`src/rtl/long_slow_mul_if.sv`:
```
// Start/result handshake bundle for the shift-and-add multiplier.
// The master drives operands and a start pulse; the slave returns the product and a done pulse.
interface long_slow_mul_if #(
    parameter int DATA_WIDTH = 32
);
    logic                  enable_in;
    logic [DATA_WIDTH-1:0] multiplicand;
    logic [DATA_WIDTH-1:0] multiplier;
    logic                  a_signed;
    logic                  b_signed;
    logic                  enable_out;
    logic [DATA_WIDTH-1:0] product_high;
    logic [DATA_WIDTH-1:0] product_low;
    logic                  busy;

    modport master (
        output enable_in, multiplicand, multiplier, a_signed, b_signed,
        input  enable_out, product_high, product_low, busy
    );

    modport slave (
        input  enable_in, multiplicand, multiplier, a_signed, b_signed,
        output enable_out, product_high, product_low, busy
    );
endinterface

```
`src/rtl/long_slow_mul.sv`:
```
// Radix-2 shift-and-add multiplier: one product bit per cycle, full 2W-bit result,
// with signed/unsigned/mixed operands handled by a magnitude multiply and a final negate.
module long_slow_mul #(
    parameter int DATA_WIDTH = 32
) (
    input logic            clk,
    input logic            reset_n,
    long_slow_mul_if.slave bus
);
    localparam int W  = DATA_WIDTH;
    localparam int IW = $clog2(W);

    typedef enum logic [4:0] {
        S_IDLE   = 5'b00001,
        S_INIT   = 5'b00010,
        S_MUL    = 5'b00100,
        S_FIX    = 5'b01000,
        S_OUTPUT = 5'b10000
    } state_t;

    state_t          state, state_nxt;
    logic [W-1:0]    a_op, b_op, mag_a;
    logic            a_sgn, b_sgn, neg;
    logic [2*W:0]    acc;
    logic [IW-1:0]   iteration;
    logic [W-1:0]    prod_hi, prod_lo;
    logic            a_neg, b_neg;
    logic [W-1:0]    abs_a, abs_b;
    logic [W:0]      upper_sum;
    logic [2*W-1:0]  fixed;

    // An unsigned W-bit magnitude holds |-2^(W-1)| exactly, so no extra bit is needed.
    always_comb begin
        a_neg     = a_sgn & a_op[W-1];
        b_neg     = b_sgn & b_op[W-1];
        abs_a     = a_neg ? (~a_op + W'(1)) : a_op;
        abs_b     = b_neg ? (~b_op + W'(1)) : b_op;
        upper_sum = acc[2*W:W] + {1'b0, mag_a};
        fixed     = neg ? (~acc[2*W-1:0] + (2*W)'(1)) : acc[2*W-1:0];
    end

    always_ff @(posedge clk or negedge reset_n) begin
        if (!reset_n) state <= S_IDLE;
        else          state <= state_nxt;
    end

    always_comb begin
        state_nxt      = S_IDLE;
        bus.enable_out = 1'b0;
        bus.busy       = 1'b1;
        case (state)
            S_IDLE: begin
                bus.busy  = 1'b0;
                state_nxt = bus.enable_in ? S_INIT : S_IDLE;
            end
            S_INIT:   state_nxt = S_MUL;
            S_MUL:    state_nxt = (iteration == IW'(W-1)) ? S_FIX : S_MUL;
            S_FIX:    state_nxt = S_OUTPUT;
            S_OUTPUT: begin
                bus.enable_out = 1'b1;
                state_nxt      = S_IDLE;
            end
            default:  state_nxt = S_IDLE;
        endcase
    end

    always_ff @(posedge clk or negedge reset_n) begin
        if (!reset_n) begin
            a_op      <= '0;
            b_op      <= '0;
            a_sgn     <= 1'b0;
            b_sgn     <= 1'b0;
            mag_a     <= '0;
            neg       <= 1'b0;
            acc       <= '0;
            iteration <= '0;
            prod_hi   <= '0;
            prod_lo   <= '0;
        end else begin
            case (state)
                S_IDLE: if (bus.enable_in) begin
                    a_op  <= bus.multiplicand;
                    b_op  <= bus.multiplier;
                    a_sgn <= bus.a_signed;
                    b_sgn <= bus.b_signed;
                end
                S_INIT: begin
                    mag_a     <= abs_a;
                    neg       <= a_neg ^ b_neg;
                    acc       <= {{(W+1){1'b0}}, abs_b};
                    iteration <= '0;
                end
                S_MUL: begin
                    // Keep the adder carry: it lands in acc[2W] and shifts down into the product.
                    if (acc[0]) acc <= {upper_sum, acc[W-1:0]} >> 1;
                    else        acc <= acc >> 1;
                    iteration <= iteration + IW'(1);
                end
                S_FIX: {prod_hi, prod_lo} <= fixed;
                default: ;
            endcase
        end
    end

    assign bus.product_high = prod_hi;
    assign bus.product_low  = prod_lo;
endmodule

```
`src/flat_wrapper.sv`:
```
// flat-port wrapper written by rule: the top's interface ports become plain ports
module long_slow_mul_flat 
#(
    parameter int DATA_WIDTH = 32
)
  (clk, reset_n, bus_enable_in, bus_multiplicand, bus_multiplier, bus_a_signed, bus_b_signed, bus_enable_out, bus_product_high, bus_product_low, bus_busy);
  long_slow_mul_if #(.DATA_WIDTH(DATA_WIDTH)) bus_i ();
  input logic clk;
  input logic reset_n;
  input wire logic [$bits(bus_i.enable_in)-1:0] bus_enable_in;
  input wire logic [$bits(bus_i.multiplicand)-1:0] bus_multiplicand;
  input wire logic [$bits(bus_i.multiplier)-1:0] bus_multiplier;
  input wire logic [$bits(bus_i.a_signed)-1:0] bus_a_signed;
  input wire logic [$bits(bus_i.b_signed)-1:0] bus_b_signed;
  output wire logic [$bits(bus_i.enable_out)-1:0] bus_enable_out;
  output wire logic [$bits(bus_i.product_high)-1:0] bus_product_high;
  output wire logic [$bits(bus_i.product_low)-1:0] bus_product_low;
  output wire logic [$bits(bus_i.busy)-1:0] bus_busy;
  assign bus_i.enable_in = bus_enable_in;
  assign bus_i.multiplicand = bus_multiplicand;
  assign bus_i.multiplier = bus_multiplier;
  assign bus_i.a_signed = bus_a_signed;
  assign bus_i.b_signed = bus_b_signed;
  assign bus_enable_out = bus_i.enable_out;
  assign bus_product_high = bus_i.product_high;
  assign bus_product_low = bus_i.product_low;
  assign bus_busy = bus_i.busy;
  long_slow_mul #(.DATA_WIDTH(DATA_WIDTH)) u_core (.clk(clk), .reset_n(reset_n), .bus(bus_i));
endmodule
```
`config.mk`:
```
export PLATFORM = sky130hd
export DESIGN_NAME = long_slow_mul_flat
export DESIGN_NICKNAME = d
export VERILOG_FILES = /design/src/rtl/long_slow_mul_if.sv /design/src/rtl/long_slow_mul.sv /design/src/flat_wrapper.sv
export SDC_FILE = /design/constraint.sdc
export NUM_CORES = 1
export LEC_CHECK = 0
export BUFFER_PORTS_ARGS = -buffer_cell sky130_fd_sc_hd__buf_2
export CORE_UTILIZATION = 30
export DETAILED_ROUTE_END_ITERATION = 16
export GPL_TIMING_DRIVEN = 0
export PLACE_DENSITY = 0.55
export SLEW_MARGIN = 40
export SYNTH_ARGS = -nofsm -noshare
export SYNTH_HDL_FRONTEND = slang
export SYNTH_SLANG_ARGS = --single-unit
```
`constraint.sdc`:
```
create_clock -name clk -period 6.9 [get_ports clk]
set_input_delay 0 -clock clk [delete_from_list [all_inputs] [get_ports clk]]
set_output_delay 0 -clock clk [all_outputs]
set_load 0.005 [all_outputs]
```
[Word-level counts from Yosys, hierarchy flattened]
Cells that the tools add are included.
Word-level totals
  flip-flop bits (word level): 238
  input bits: 69
  output and inout bits: 66
  word-level logic and storage cells: 41
Cells by class
  reductions and logical operators: 2
  eq/ne operators: 6
  multiplexer cells: 11
  bitwise operators: 6
  $add $sub $neg: 5
Operators with widths (count)
  $pmux 65 s2: 1
  $mux 64: 2
  $add 32x1->32 const B: 2
  $add 64x1->64 const B: 1
  $mux 32: 2
  $not 32->32: 2
  $not 64->64: 1
  $add 33x32->33: 1
  $pmux 5 s4: 1
  $eq 5x5->1 const B: 2
  $pmux 5 s2: 1
  $add 5x1->5 const B: 1
  $eq 5x1->1 const B: 1
  $eq 5x2->1 const B: 1
  $eq 5x3->1 const B: 1
  $eq 5x4->1 const B: 1
  $mux 4: 1
  $and 1x1->1: 2
  $mux 1: 2
  $mux 2: 1
  $reduce_and 2->1: 1
  $reduce_bool 2->1: 1
  $xor 1x1->1: 1

[Depth between registers and ports, before layout]
Gate-level depths: netlist of the first run.
  depth after elaboration: 4
  mapped depth: 11
  depth with buffers taken out: 11

[Worst setup path before layout of the first run]
Ideal clock, no wire load.
  path type: register to register
  from: reg u_core.acc[20]
  to: reg u_core.prod_hi[31], in the netlist u_core.bus.product_high[31]
  data required time: 6.771 ns
  period minus slack after synthesis: 2.986 ns
  library setup time: 0.129 ns
  buffers on the path: 0
  cell stages (with the launch flop): 9
  slack: 3.914 ns
  arrival: 2.857 ns
  cell sequence: dfrtp_1 > or4_4 > or3_4 > nor4b_4 > nand3_2 > or4b_4 > o41ai_4 > xor2_1 > o21ai_1
Between the ends
  word-level cells in the longest chain between the ends: 3
RTL lines
  from (decl): line long_slow_mul.sv:24  | logic [2*W:0] acc;
  from (signal assigned): line long_slow_mul.sv:90  | acc <= {{(W+1){1'b0}}, abs_b};
  from (signal assigned): line long_slow_mul.sv:95  | if (acc[0]) acc <= {upper_sum, acc[W-1:0]} >> 1;
  from (signal assigned): line long_slow_mul.sv:96  | else acc <= acc >> 1;
  $not 64->64: line long_slow_mul.sv:39  | fixed = neg ? (~acc[2*W-1:0] + (2*W)'(1)) : acc[2*W-1:0];
  $add 64x1->64: line long_slow_mul.sv:39
  $mux 64: line long_slow_mul.sv:39
  to (signal assigned): line long_slow_mul.sv:99  | S_FIX: {prod_hi, prod_lo} <= fixed;
  to (decl): line long_slow_mul.sv:26  | logic [W-1:0] prod_hi, prod_lo;
Every way passes these cells.
A chain may end at the register's enable or synchronous reset.

[Worst setup path in the final report of the first run]
  from: reg u_core.acc[8]
  to: reg u_core.prod_hi[23], in the netlist u_core.bus.product_high[23]
Same word-level chain as after synthesis.

==> results of run 1 <==
synthesized netlist by cell type, types with 5 or more instances:
cell and count:
nor2_1 59, clkbuf_1 76, and3_1 8, nand2_1 360
or4_1 15, o31ai_1 34, xor2_1 100, dfrtp_1 236
nand3_1 15, ha_1 37, nor3_1 15, xnor2_1 49
o41ai_1 17, a21oi_1 64, a21o_1 7, nor4_1 8
mux2_2 5, o21ai_0 211, mux2i_1 8, inv_1 19
nand4_1 11, or2_2 8, a31oi_1 14, or3_1 13
a22oi_1 44, and2_1 6, nand2b_1 9
logic make-up (layout without fill, tap and decap cells):
logic type / count (synthesis) / in the layout / share of synthesized area (%)
muxes: 13 / 13 / 1.03
xor gates and xnor gates: 149 / 149 / 9.90
buffers and inverters: 100 / 350 / 2.85
adders and majority gates: 38 / 38 / 3.66
AOI/OAI and AO/OA: 423 / 423 / 19.2
and+or+nand+nor: 548 / 548 / 18.4
DFF: 237 / 237 / 45.0
power by group:
| group | switching (mW) | internal (mW) |
|---|---|---|
| logic | 1.70 | 1.10 |
| clock network | 0.567 | 0.789 |
| registers | 0.608 | 1.82 |
final cells by class:
class | instances | area share [%]
tap | 585 | 4.51
clock buffer | 35 | 4.60
sequential | 237 | 36.6
timing repair buffer | 207 | 9.08
clock inverter | 8 | 0.447
multi-input combinational | 1171 | 42.5
buffer | 80 | 1.85
inverter | 20 | 0.463
how the worst min path moves through the flow:
stage	startpoint	end	slack, ns	depth (start not counted)
global placement	bus_multiplicand[2]	u_core.a_op[2]	0.20	3
detailed placement	reset_n	u_core.b_op[21]	-0.09	1
floorplan	reset_n	u_core.a_op[0]	-0.30	0
global route	bus_multiplier[18]	u_core.b_op[18]	0.17	4
finish	bus_multiplier[18]	u_core.b_op[18]	0.16	4
CTS	bus_multiplier[18]	u_core.b_op[18]	0.14	4
state kept, by name, summed over array words and instances (netlist names):
name	flops
u_core.acc	64
u_core.a_op	32
u_core.b_op	32
u_core.bus.product_high	32
u_core.bus.product_low	32
u_core.mag_a	32
u_core.iteration	5
u_core.state	5
u_core.a_sgn	1
u_core.b_sgn	1
u_core.neg	1
cell usage in the layout (no fill, tap or decap), drive strengths merged, types with 11 or more instances in the layout:
cell / Yosys / layout
inv: 20 / 22
ha: 37 / 37
nand3: 16 / 16
o31ai: 34 / 34
clkbuf: 76 / 111
o41ai: 18 / 18
dfrtp: 236 / 236
nor3: 15 / 15
a31oi: 14 / 14
nand4: 11 / 11
nor2: 59 / 59
a22oi: 44 / 44
or3: 14 / 14
or4: 16 / 16
a21oi: 64 / 64
nand2: 360 / 360
buf: 4 / 142
xnor2: 49 / 49
xor2: 100 / 100
dlygate4sd3: 0 / 69
o21ai: 212 / 212
per-stage QoR:
step | cells | util [%]
after floorplan | 1508 | -
after global placement | 2227 | 33.8
after detailed placement | 2230 | 34.0
after CTS | 2343 | 37.6
after global routing | 2343 | 37.6
final | 2343 | 37.6
worst max-delay path: stages (launching register included):
cell and delay (ns):
dfrtp_1 0.43, or4_1 0.60, nand4bb_1 0.28, nor2_1 0.58, nand3_2 0.20, or4b_4 0.61
o31ai_1 0.37, xor2_1 0.21, o21ai_0 0.10
timing repair:
action | 4_1_cts | 5_1_grt
resized for setup | 0 | 0
setup buffers | 0 | 0
hold endpoints to repair | 235 | 0
hold buffers | 70 | 0
routing by layer:
| metal | vias up | wire, um |
|---|---|---|
| met4 | 0 | 1410 |
| li1 | 5777 | - |
| met5 | - | 0 |
| met2 | 254 | 17400 |
| met1 | 5457 | 19500 |
| met3 | 75 | 1630 |
==> impl_metrics.toml, run 1 <==
[outcome]
outcome = "finished clean"

[final_layout]
syn_to_final_growth_pct = 23.1
diodes = 0
final_nets = 1851
drive_above_1_share_pct = 11.7
fillers = 4410
fin_area_sq_mm = 0.0162
multi_input_area_sq_mm = 0.00690
regArea_sq_mm = 0.00593

[floorplanning]
ios = 135
core_area_sq_mm = 0.0432
row_count = 76
die-area_sq_mm = 0.0448
initial_core_util_pct = 30.5
floorplan.die.width_um = 212
die_h_um = 212

[routing]
dr.pass1.iters = 5
dr_total_vias = 11600
ant_nets = 0
drt-total-wl_mm = 39.9
drt_iter0_markers = 563
via_per_inst = 4.94
routedWlPerCell_um = 17.0
drc = 0

[timing]
hold_violations = 0
hold_ws_ns = 0.159
slew_headroom_pct = 43.6
setup_viol = 0
setup_slack_ns = 3.37
skew_ns = 0.0130
rsz0062_at_grt = "false"
min_period_ns = 3.53
tightest_slew_ns = 0.839
setup_tns_ns = 0
finalCritPeriodShare_pct = 51.2
clock.fmax_mhz = 283
slew_violations = 0

[synth]
async_flop_share_pct = 100
ys_ff_latch = 237
yosys-top-cells-area = "dfrtp_1 45%, nand2_1 10%, o21ai_0 8.0%, xor2_1 6.6%, ha_1 3.5%"
syn_inst = 1508
synth_edf_count = 0
synthFlopType = "dfrtp_1"
yosysWarnings = 0
syn_area_sq_mm = 0.0132
avgSynthCellArea_sq_um = 8.74
ys_seq_area_share_pct = 45.0
synth_top_area_cell = "dfrtp_1"
synth_top_area_share_pct = 44.8
syn-num-nets = 1615
synth_cell_types = 60

[power]
ir_drop_mv = 0.191
p_per_area_mw_per_mm2 = 406
leakagePower_nw = 7.37
fin_total_pwr_mw = 6.58

[critical_path]
critPathLaunch = "u_core.acc[8]"
worst_ep_required_time_ns = 7.31
r2r_setup_slack_ns = 3.37
crit_fanout = 5
critPathArrivalTime_ns = 3.94
path_class = "reg -> reg"
cp-end-kind = "register"
rr_worst_depth = 8
r2r-start = "u_core.acc[8]"
crit_end = "u_core.bus.product_high[23]"
rr_endpoint = "u_core.bus.product_high[23]"
start_kind = "register"

[clocking]
clockRootBuffer = "clkbuf_16"
cts_made_buffers = 27
clockBufferDepth = 3
htreeDepth = 1
clkTransAtPathRegs_ns = 0.06
clock_latency_ns = 0.56
cts.sinks = 237
cts_tree = "done"

[grt]
track_usage_pct = 18.2
grt_start_max_net_pins = 70
grt_pass1_wl_mm = 64.3
gr-usage-met3_pct = 2.15
met1_usage_pct = 25.8
grt.overflow.total = 0
use_met2_pct = 28.1
grt_pass1_vias = 11700
antenna_found_initial = 0
globalRoute.busiestLayer = "met2"

[worst_hold_path]
holdCritPathClass = "in -> reg"

[placed_design]
dpl_cell_area_sq_mm = 0.0147
numPortBuffers = 134
place_congestion = 0.848
pre_cts_slack_ns = 3.43
dpl.hpwl_mm = 31.3

[job]
drv_cap = 0
No activity file was read; power rests on OpenSTA's default activity.
==> run 2: changes to the inputs <==
ABC_AREA = 1   (was not set)
PLACE_DENSITY = 0.56   (was 0.55)
clock period = 3.15 ns   (was 6.9 ns; I/O delays follow)
==> run 2 against run 1 <==
Wire length grew 39%. Via count rose by 35%. First-iteration DRC count grew 78%. Largest power group unchanged. Critical path type unchanged.
==> impl_metrics.toml, run 2 <==
[placed_design]
dpl.hpwl_mm = 44.9
pre_cts_slack_ns = -0.0483
numPortBuffers = 134
place_congestion = 0.944

[floorplanning]
core_area_sq_mm = 0.0504
floorplan.die.width_um = 228
die_h_um = 228
die-area_sq_mm = 0.0522
row_count = 82
initial_core_util_pct = 30.5
ios = 135

[final_layout]
drive_above_1_share_pct = 10.1
regMostFlops = "u_core.acc"
final_cell_mix = "776 x nand2_1, 284 x inv_1, 236 x dfrtp_1"
diodes = 0
final_nets = 2633
syn_to_final_growth_pct = 21.6
final_common_cell = "nand2_1"
largest_register_ffs = 64

[synth]
syn_area_sq_mm = 0.0154
synth_cell_types = 44
ys_ff_latch = 237
syn_inst = 2288
synth_commonest_cells = "776 x nand2_1, 284 x inv_1, 236 x dfrtp_1, 233 x nor2_1, 195 x nand3_1"
yosysWarnings = 0
synth_top_area_cell = "dfrtp_1"
synthFlopType = "dfrtp_1"
synth_edf_count = 0
synth_top_area_share_pct = 38.4
avgSynthCellArea_sq_um = 6.72
yosysMostFrequentCell = "nand2_1"
ys_seq_area_share_pct = 38.6
async_flop_share_pct = 100
yosys-top-cells-area = "dfrtp_1 38%, nand2_1 19%, inv_1 6.9%, nand3_1 6.3%, nor2_1 5.7%"
syn-num-nets = 2395

[clocking]
clockBufferDepth = 3
postCtsSetupBuffers = 0
cts.sinks = 237
cts_tree = "done"
cts_made_buffers = 29
htreeDepth = 1
clock_latency_ns = 0.57
clockRootBuffer = "clkbuf_16"
clkTransAtPathRegs_ns = 0.06

[timing]
min_period_ns = 2.51
rsz0062_at_grt = "false"
clock.fmax_mhz = 398
hold_violations = 0
setup_slack_ns = 0.639
tightest_slew_ns = 0.799
slew_violations = 0
setup_viol = 0
finalCritPeriodShare_pct = 79.7
hold_ws_ns = 0.157
slew_headroom_pct = 46.7
skew_ns = 0.0268

[routing]
dr.pass1.iters = 5
drt-total-wl_mm = 55.4
routedWlPerCell_um = 17.2
via_per_inst = 4.85
drt_iter0_markers = 1002
ant_nets = 0
dr_total_vias = 15600
drc = 0

[power]
swShare_pct = 50.6
seq_power_share_pct = 28.3
clockPowerShare_pct = 18.1
p_switching_mw = 9.62
leakagePower_nw = 9.66
p_per_area_mw_per_mm2 = 1020
intPower_mw = 9.38
ir_drop_mv = 0.433
p_comb_share_pct = 53.6

[grt]
track_usage_pct = 21.0
antenna_found_initial = 0
grt.overflow.total = 0
grt_start_max_net_pins = 62
grt_pass1_wl_mm = 86.1
grt_pass1_vias = 15200

[worst_hold_path]
holdCritPathClass = "in -> reg"
whs_path_depth = 5

[critical_path]
crit_top_cell = "nand2_1"
cp.depth = 15
path_class = "reg -> reg"
critPathSlowestCell = "nor2_1"
worst_path_largest_cell_delay_ns = 0.38
crit_fanout = 19
cp-end-kind = "register"
path_buf_inv = 4
start_kind = "register"
worst_ep_required_time_ns = 3.61
critical_path.top_delay_family = "simple AND/OR/NAND/NOR gates"
critPathArrivalTime_ns = 2.97
rr_worst_depth = 15
r2r_setup_slack_ns = 0.64
path_cells = "buf_2 -> inv_2 -> buf_6 -> ha_1 -> inv_1 -> nor3_1 -> nand2_1 -> nor2_1 -> nand2_1 -> nand2_1 -> nand2_1 -> nand2_1 -> nand2_1 -> nand2_1 -> nand2_1"

[outcome]
outcome = "finished clean"

[job]
drv_cap = 0
run 2: logic make-up after synthesis:
logic type | after synthesis | synth area share, %
XOR/XNOR | 59 | 3.36
adder cells (fa/ha/maj) | 38 | 3.14
flip-flops | 237 | 38.6
multiplexers | 10 | 0.732
AND/OR/NAND/NOR | 1275 | 33.9
buffers and inverters | 364 | 9.18
AO/OA/AOI/OAI | 305 | 11.1
run 2: cell type report:
class	count	area [sq um]
multi-input combinational	1687	8040
buffer	70	308
timing repair buffer	208	1500
sequential	237	5930
inverter	293	1100
fill	5367	31700
clock inverter	11	116
clock buffer	43	868
tap	672	841
run 2: worst register-to-register path, stage by stage, from the launching register on:
cell     delay [ns]
dfrtp_1        0.35
buf_2          0.16
inv_2          0.08
buf_6          0.21
ha_1           0.23
inv_1          0.07
nor3_1         0.37
nand2_1        0.10
nor2_1         0.38
nand2_1        0.10
nand2_1        0.07
nand2_1        0.05
nand2_1        0.05
nand2_1        0.06
nand2_1        0.07
nand2_1        0.05
run 2: power groups by stage:
| stage | registers [mW] | clock network [mW] | logic (mW) |
|---|---|---|---|
| floorplan | 4.80 | 0 | 7.25 |
| global placement | 5.35 | 0 | 9.89 |
| detailed placement | 5.38 | 0 | 10.0 |
| CTS | 5.32 | 3.51 | 10.1 |
| global route | 5.50 | 3.62 | 11.5 |
| finish | 5.37 | 3.44 | 10.2 |
run 2: timing repair:
item                       CTS  global route
gates resized for setup      0             0
hold endpoints to repair   189             0
setup endpoints to repair    1             0
hold buffers                69             0
run 2: per-stage QoR:
| step | std cells | cell area (sq um) | total power, mW | util (%) | TNS (ns) |
|---|---|---|---|---|---|
| 3_3_place_gp | 3094 | 16900 | 15.2 | 33.5 | -523.11 |
| 4_1_cts | 3220 | 18700 | 19.0 | 37.1 | 0 |
| 2_1_floorplan | 2288 | 15400 | 12.1 | - | 0 |
| 3_5_place_dp | 3098 | 17000 | 15.4 | 33.8 | -0.0483 |
| 5_1_grt | 3221 | 18700 | 20.6 | 37.1 | 0 |
| 6_report | 3221 | 18700 | 19.0 | 37.1 | 0 |
run 2: final timing paths:
check	end	from
worst min register to register	u_core.bus.product_high[18]	u_core.bus.product_high[18]
min in group asynchronous	u_core.b_op[2]	reset_n
worst max-delay path	u_core.bus.product_high[28]	u_core.acc[0]
worst min-delay path	u_core.a_op[15]	bus_enable_in
worst max register to register	u_core.bus.product_high[28]	u_core.acc[0]
max in group asynchronous	u_core.bus.product_high[7]	reset_n
run 2: metal layers:
metal	GRT usage [%]	share of wire, %	up-vias
li1	-	-	7780
met1	29.9	48	7290
met2	33.5	44	469
met3	2.35	5.2	78
met4	6.19	3.0	0
met5	0	0	-
